`config.mk`:
```
export PLATFORM = sky130hd
export DESIGN_NAME = semaforo_ctrl_flat
export DESIGN_NICKNAME = d
export VERILOG_FILES = /design/src/rtl/semaforo_pkg.sv /design/src/rtl/semaforo_if.sv /design/src/rtl/semaforo_timer.sv /design/src/rtl/semaforo_ctrl.sv /design/src/flat_wrapper.sv
export SDC_FILE = /design/constraint.sdc
export NUM_CORES = 1
export LEC_CHECK = 0
export CAP_MARGIN = 10
export CELL_PAD_IN_SITES_DETAIL_PLACEMENT = 1
export CELL_PAD_IN_SITES_GLOBAL_PLACEMENT = 2
export CORE_MARGIN = 2
export CORE_UTILIZATION = 35
export DETAILED_ROUTE_END_ITERATION = 16
export GPL_ROUTABILITY_DRIVEN = 0
export HOLD_SLACK_MARGIN = 0.1
export PLACE_DENSITY_LB_ADDON = 0.1
export SETUP_SLACK_MARGIN = 0.15
export SLEW_MARGIN = 10
export SYNTH_ARGS = -nofsm -noshare
export SYNTH_HDL_FRONTEND = slang
export SYNTH_HIERARCHICAL = 1
export SYNTH_SLANG_ARGS = --single-unit
```
`constraint.sdc`:
```
create_clock -name clk -period 4.3 [get_ports clk]
set_input_delay 0.645 -clock clk [delete_from_list [all_inputs] [get_ports clk]]
set_output_delay 0.645 -clock clk [all_outputs]
set_load 0.005 [all_outputs]
```
`src/rtl/semaforo_pkg.sv`:
```
// Shared types, light codes and head decoding for the traffic-light controller.
package semaforo_pkg;

    localparam int unsigned LIGHT_W = 3;
    localparam int unsigned PHASE_W = 3;

    typedef enum logic [PHASE_W-1:0] {
        ALLRED_NS = 3'd0,
        NS_GREEN  = 3'd1,
        NS_YELLOW = 3'd2,
        ALLRED_LO = 3'd3,
        LO_GREEN  = 3'd4,
        LO_YELLOW = 3'd5,
        FLASH     = 3'd6
    } state_e;

    // Head encoding is {red,yellow,green}
    localparam logic [LIGHT_W-1:0] RED = 3'b100;
    localparam logic [LIGHT_W-1:0] YEL = 3'b010;
    localparam logic [LIGHT_W-1:0] GRN = 3'b001;
    localparam logic [LIGHT_W-1:0] OFF = 3'b000;

    typedef struct packed {
        logic [LIGHT_W-1:0] n_s;
        logic [LIGHT_W-1:0] l_o;
    } heads_t;

    // Light pattern for both heads in a given state; flash only matters in FLASH
    function automatic heads_t decode_heads(input state_e s, input logic fl);
        heads_t h;
        h.n_s = RED;
        h.l_o = RED;
        case (s)
            NS_GREEN:  h.n_s = GRN;
            NS_YELLOW: h.n_s = YEL;
            LO_GREEN:  h.l_o = GRN;
            LO_YELLOW: h.l_o = YEL;
            FLASH: begin
                h.n_s = fl ? YEL : OFF;
                h.l_o = fl ? YEL : OFF;
            end
            default: begin
                h.n_s = RED;
                h.l_o = RED;
            end
        endcase
        return h;
    endfunction

endpackage

```
`src/rtl/semaforo_if.sv`:
```
// Sensor/time-base inputs and signal-head outputs of one intersection.
interface semaforo_if;

    logic                             tick;
    logic                             req_ns;
    logic                             req_lo;
    logic                             emerg;
    logic [semaforo_pkg::LIGHT_W-1:0] n_s;
    logic [semaforo_pkg::LIGHT_W-1:0] l_o;
    logic [semaforo_pkg::PHASE_W-1:0] phase;

    modport master (
        output tick, req_ns, req_lo, emerg,
        input  n_s, l_o, phase
    );

    modport slave (
        input  tick, req_ns, req_lo, emerg,
        output n_s, l_o, phase
    );

endinterface

```
`src/rtl/semaforo_timer.sv`:
```
// Saturating tick counter for phase durations; elapsed = count + 1.
module semaforo_timer #(
    parameter int unsigned TW = 4
) (
    input  logic        clk,
    input  logic        rst,
    input  logic        i_clr,
    input  logic        i_en,
    output logic [TW:0] o_elapsed_c
);

    localparam int unsigned  EW  = TW + 1;
    localparam logic [TW-1:0] SAT = '1;

    logic [TW-1:0] r_count;

    // Clear on phase change, otherwise count ticks up to saturation
    always_ff @(posedge clk) begin
        if (rst) begin
            r_count <= '0;
        end else if (i_clr) begin
            r_count <= '0;
        end else if (i_en && (r_count != SAT)) begin
            r_count <= r_count + TW'(1);
        end
    end

    // One extra bit so a saturated count still reports a larger elapsed value
    assign o_elapsed_c = EW'(r_count) + EW'(1);

endmodule

```
`src/rtl/semaforo_ctrl.sv`:
```
// Timed two-way traffic-light sequencer with demand latches and emergency flash.
module semaforo_ctrl
    import semaforo_pkg::*;
#(
    parameter int unsigned MIN_GREEN = 4,
    parameter int unsigned MAX_GREEN = 10,
    parameter int unsigned YELLOW_T  = 2,
    parameter int unsigned ALLRED_T  = 1,
    parameter int unsigned TW        = 4
) (
    input  logic       clk,
    input  logic       rst,
    semaforo_if.slave  bus
);

    localparam int unsigned   EW       = TW + 1;
    localparam logic [EW-1:0] L_MIN    = EW'(MIN_GREEN);
    localparam logic [EW-1:0] L_MAX    = EW'(MAX_GREEN);
    localparam logic [EW-1:0] L_YELLOW = EW'(YELLOW_T);
    localparam logic [EW-1:0] L_ALLRED = EW'(ALLRED_T);

    state_e        r_state;
    logic          r_flash;
    logic          r_pend_ns;
    logic          r_pend_lo;
    heads_t        r_heads;

    state_e        w_next_state;
    logic          w_next_flash;
    logic          w_next_pend_ns;
    logic          w_next_pend_lo;
    logic          w_state_chg;
    heads_t        w_heads;
    logic [EW-1:0] w_elapsed;

    semaforo_timer #(.TW(TW)) u_timer (
        .clk         (clk),
        .rst         (rst),
        .i_clr       (w_state_chg),
        .i_en        (bus.tick),
        .o_elapsed_c (w_elapsed)
    );

    // State, flash phase, demand latches and registered head patterns
    always_ff @(posedge clk) begin
        if (rst) begin
            r_state   <= ALLRED_NS;
            r_flash   <= 1'b0;
            r_pend_ns <= 1'b0;
            r_pend_lo <= 1'b0;
            r_heads   <= '{n_s: RED, l_o: RED};
        end else begin
            r_state   <= w_next_state;
            r_flash   <= w_next_flash;
            r_pend_ns <= w_next_pend_ns;
            r_pend_lo <= w_next_pend_lo;
            r_heads   <= w_heads;
        end
    end

    // Next-state, latch and output decode; emergency overrides all timing
    always_comb begin
        w_next_state   = r_state;
        w_next_flash   = 1'b0;
        w_next_pend_ns = r_pend_ns;
        w_next_pend_lo = r_pend_lo;
        w_state_chg    = 1'b0;
        w_heads        = '{n_s: RED, l_o: RED};

        if (bus.emerg) begin
            w_next_state = FLASH;
        end else if (r_state == FLASH) begin
            w_next_state = ALLRED_NS;
        end else if (bus.tick) begin
            case (r_state)
                ALLRED_NS: if (w_elapsed >= L_ALLRED) w_next_state = NS_GREEN;
                NS_GREEN: begin
                    if (r_pend_lo && (((w_elapsed >= L_MIN) && !bus.req_ns) ||
                                      (w_elapsed >= L_MAX)))
                        w_next_state = NS_YELLOW;
                end
                NS_YELLOW: if (w_elapsed >= L_YELLOW) w_next_state = ALLRED_LO;
                ALLRED_LO: if (w_elapsed >= L_ALLRED) w_next_state = LO_GREEN;
                LO_GREEN: begin
                    if (r_pend_ns && (((w_elapsed >= L_MIN) && !bus.req_lo) ||
                                      (w_elapsed >= L_MAX)))
                        w_next_state = LO_YELLOW;
                end
                LO_YELLOW: if (w_elapsed >= L_YELLOW) w_next_state = ALLRED_NS;
                default:   w_next_state = ALLRED_NS;
            endcase
        end

        w_state_chg = (w_next_state != r_state);

        // Flash only toggles while staying in FLASH; it restarts dark on entry
        if ((r_state == FLASH) && bus.emerg)
            w_next_flash = r_flash ^ bus.tick;

        // Latches set on demand, cleared on entry to the served green (clear wins)
        w_next_pend_ns = r_pend_ns | (bus.req_ns && (r_state != NS_GREEN));
        w_next_pend_lo = r_pend_lo | (bus.req_lo && (r_state != LO_GREEN));
        if ((w_next_state == NS_GREEN) && (r_state != NS_GREEN))
            w_next_pend_ns = 1'b0;
        if ((w_next_state == LO_GREEN) && (r_state != LO_GREEN))
            w_next_pend_lo = 1'b0;

        w_heads = decode_heads(w_next_state, w_next_flash);
    end

    assign bus.n_s   = r_heads.n_s;
    assign bus.l_o   = r_heads.l_o;
    assign bus.phase = r_state;

endmodule

```
`src/flat_wrapper.sv`:
```
// flat-port wrapper written by rule: the top's interface ports become plain ports
module semaforo_ctrl_flat import semaforo_pkg::*;
#(
    parameter int unsigned MIN_GREEN = 4,
    parameter int unsigned MAX_GREEN = 10,
    parameter int unsigned YELLOW_T  = 2,
    parameter int unsigned ALLRED_T  = 1,
    parameter int unsigned TW        = 4
)
  (clk, rst, bus_tick, bus_req_ns, bus_req_lo, bus_emerg, bus_n_s, bus_l_o, bus_phase);
  semaforo_if bus_i ();
  input  logic clk;
  input  logic rst;
  input wire logic [$bits(bus_i.tick)-1:0] bus_tick;
  input wire logic [$bits(bus_i.req_ns)-1:0] bus_req_ns;
  input wire logic [$bits(bus_i.req_lo)-1:0] bus_req_lo;
  input wire logic [$bits(bus_i.emerg)-1:0] bus_emerg;
  output wire logic [$bits(bus_i.n_s)-1:0] bus_n_s;
  output wire logic [$bits(bus_i.l_o)-1:0] bus_l_o;
  output wire logic [$bits(bus_i.phase)-1:0] bus_phase;
  assign bus_i.tick = bus_tick;
  assign bus_i.req_ns = bus_req_ns;
  assign bus_i.req_lo = bus_req_lo;
  assign bus_i.emerg = bus_emerg;
  assign bus_n_s = bus_i.n_s;
  assign bus_l_o = bus_i.l_o;
  assign bus_phase = bus_i.phase;
  semaforo_ctrl #(.MIN_GREEN(MIN_GREEN), .MAX_GREEN(MAX_GREEN), .YELLOW_T(YELLOW_T), .ALLRED_T(ALLRED_T), .TW(TW)) u_core (.clk(clk), .rst(rst), .bus(bus_i));
endmodule
```
==> metrics.md <==
| Metric | Value |
|---|---|
| Status | `complete, no violations` |
| H-Tree Depth | `1` |
| Initial antenna violation count | `0` |
| Die Wd | `roughly 60 um` |
| WL per Instance | `16.4 um` |
| Largest net degree at the start of global routing | `18` |
| Max_slew headroom | `57.4%` |
| Drt total wl | `roughly 2700 um` |
| M2 GR Usage | `25.6%` |
| DR vias/cell | `5.69` |
| Pwr dens | `270 mW/mm^2` |
| Hold_ws | `~520 ps` |
| Syn. warnings | `6` |
| First-pass GRT wire length | `4500 um` |
| Worst Hold Class | `flop to flop` |
| Final ANT Viol Nets | `0` |
| Top cells by area, synth | `dfxtp_1 29%, a2111oi_4 5.0%, nor2_1 3.4%` |
| Post-Route Skew | `about 11 ps` |
| RR Startpoint | `u_core/u_timer/r_count[0]` |
| Clock latency on the worst-skew pair | `280 ps` |
| LEAKAGE | `around 0.44 nW` |
| Critical Path RT | `4520 ps` |
| Sequential element share of the synthesized area | `between 20% and 30%` |
| Setup TNS | `0 ps` |
| Core Box Area | `0.00300 sq mm` |
| Final setup viols | `0` |
| Proportion of layout cells with a drive suffix above 1 | `between 10% and 20%` |
| Initial drt markers | `51` |
| Grt met3 use | `approximately 3.7%` |
| Mapped Area | `between 0.001 and 0.0015 sq mm` |
| CP Capture Type | `flop` |
| Syn-to-layout area delta | `16.9%` |
| Tot GR Track Use | `between 15 and 20%` |
| Gr ovfl total | `0` |
| CTS root buffer | `clkbuf_4` |
| DP Cell Count | `about 160` |
| Setup crit start | `bus_tick` |
| Start point of the worst min-delay path | `u_core/u_timer/r_count[1]` |
| CP startpoint kind | `primary input` |
| Tmin final | `2900 ps` |
| Final period util | `approximately 67%` |
| RSZ-0062 raised after global routing | `false` |
| Row Count | `20` |
| Number of enable flip-flop cells after synthesis | `0` |
| Met1 Usage GRT | `23.2%` |
| Power after layout | `roughly 0.00035 W` |
| Vias post-DR | `939` |
| Post-Layout Cell Count | `165` |
| CTS tree | `yes` |
| Slew Limit Fails | `0` |
| Upper clock frequency limit | `345 MHz` |
| Setup CP Type | `primary input to flop` |
| Fin. Hold Viols | `0` |
| Syn_area_per_cell | `9.20 sq um` |
| Top Ports | `15` |
| Worst R2R Setup Slack | `1550 ps` |
| Clk buf depth | `2` |
| Max-cap check violation count | `0` |
| VDD IR-drop max | `0.186 mV` |
| Top cell type's share of synthesized area | `29.3%` |
| Main flop type after synthesis | `dfxtp_1` |
| Cell variety after synth | `52` |
| Number of global-route vias before repair | `929` |
| HPWL after DPL | `2070 um` |
| CTS Buf Count | `3` |
| DRC | `0` |
| WP data arrival | `3120 ps` |
| Die Span Y | `roughly 60 um` |
| Clock sink count | `16` |
| Area leader, netlist | `dfxtp_1` |
| Asr flop ratio synth | `0%` |
| Port Buf Inserts | `14` |
| Initial Util | `36.5%` |
| Synthesized instance count | `119` |
| Slew at the pin closest to its max-slew limit | `630 ps` |
| Post-CTS setup buffers | `0` |
| Critical path peak fanout | `14` |
| Post_cts resized | `0` |
| Ant diodes | `0` |
| Hold buffer count at cts | `0` |
| Router iterations before antenna repair | `4` |
| Post-Syn Nets | `about 130` |
| NumNets Final | `140` |
| Synthesis-stage register bit count | `16` |
| GRT busiest layer | `met2` |
| Die area | `between 0.003 and 0.004 sq mm` |
| Worst-path clk slew | `approximately 90 ps` |
==> kinds of logic (layout without fill, tap and decap cells) <==
family	count (synthesis)	count (layout)	share of synthesized area [%]
AOI/OAI and AO/OA	35	35	29.1
xor gates and xnor gates	4	4	3.20
adders and majority gates	1	1	1.14
buffers and inverters	13	26	5.71
DFF	16	16	29.3
muxes	2	2	1.94
and+or+nand+nor	48	48	29.6
==> synth_stat cells, types with 3 or more instances <==
master,number
dfxtp_1,16
nor2_1,10
inv_1,8
nand2_1,6
o21ai_0,6
a21oi_1,5
nand2b_1,5
nor2b_1,4
buf_4,3
nand3_1,3
==> worst max-delay path: stages <==
cell and delay, ps:
clkdlybuf4s50_1 840, nand2_1 160, o41ai_1 630, nor4_4 130, xnor2_1 170, nand3_1 90
nor2_1 250, o31ai_1 120, nor2_1 90
==> layout make-up <==
cell class | count | area [sq um]
multi-input combinational | 90 | 712
fill | 367 | 1720
timing repair buffer | 14 | 140
clock buffer | 4 | 36.3
sequential | 16 | 320
inverter | 8 | 30.0
tap | 33 | 41.3
==> where the power goes <==
group | leakage (nW) | switching (W) | internal [W] | total, W
clock | 0.0210 | 0.0000465 | 0.0000515 | 0.0000980
combinational | 0.290 | 0.0000402 | 0.0000403 | 0.0000805
sequential | 0.131 | 0.0000106 | 0.000156 | 0.000167
==> per-stage QoR <==
stage                     instance area, sq um  util, %  setup WS (ps)
after floorplan                           1090        -           2030
after detailed placement                  1240     41.4           1130
after CTS                                 1280     42.6           1410
final                                     1280     42.6           1400
after global routing                      1280     42.6           1110
after global placement                    1240     41.4           1280
==> routing by layer <==
metal	up-vias	share of wire [%]
met4	0	1.4
met2	13	45
met5	-	0
met1	450	51
li1	472	-
met3	4	3.4
==> placed cells by master, fill, tap and decap left out, types with 2 or more instances in the layout <==
cell / synthesis / final
a21oi_1: 5 / 5
xor2_1: 2 / 2
nor2_1: 10 / 10
dfxtp_1: 16 / 16
a2111oi_4: 2 / 2
a21boi_1: 2 / 2
nor2b_1: 4 / 4
o221ai_1: 2 / 2
o311a_1: 2 / 2
inv_1: 8 / 8
or2_2: 2 / 2
xnor2_1: 2 / 2
nand2b_1: 5 / 5
clkbuf_4: 0 / 3
nand3_2: 2 / 2
nand2_1: 6 / 6
clkdlybuf4s50_1: 0 / 14
o21ai_0: 6 / 6
nor3b_1: 2 / 2
nand3_1: 3 / 3
a211o_1: 2 / 2
==> sequential cells by signal, summed over array words and instances, names as in the netlist <==
signal                  flops
u_core/bus.n_s              3
u_core/r_flash              1
u_core/bus.l_o              3
u_core/u_timer/r_count      4
u_core/r_pend_ns            1
u_core/bus.phase            3
u_core/r_pend_lo            1
==> path summary, 6_finish.rpt <==
kind,to,cells past startpoint
worst max-delay path,u_core/u_timer/r_count[2],9
worst max register to register,u_core/u_timer/r_count[2],10
worst min register to register,u_core/u_timer/r_count[1],2
worst min-delay path,u_core/u_timer/r_count[1],2
Note: power is estimated with default switching activity, not from simulation.
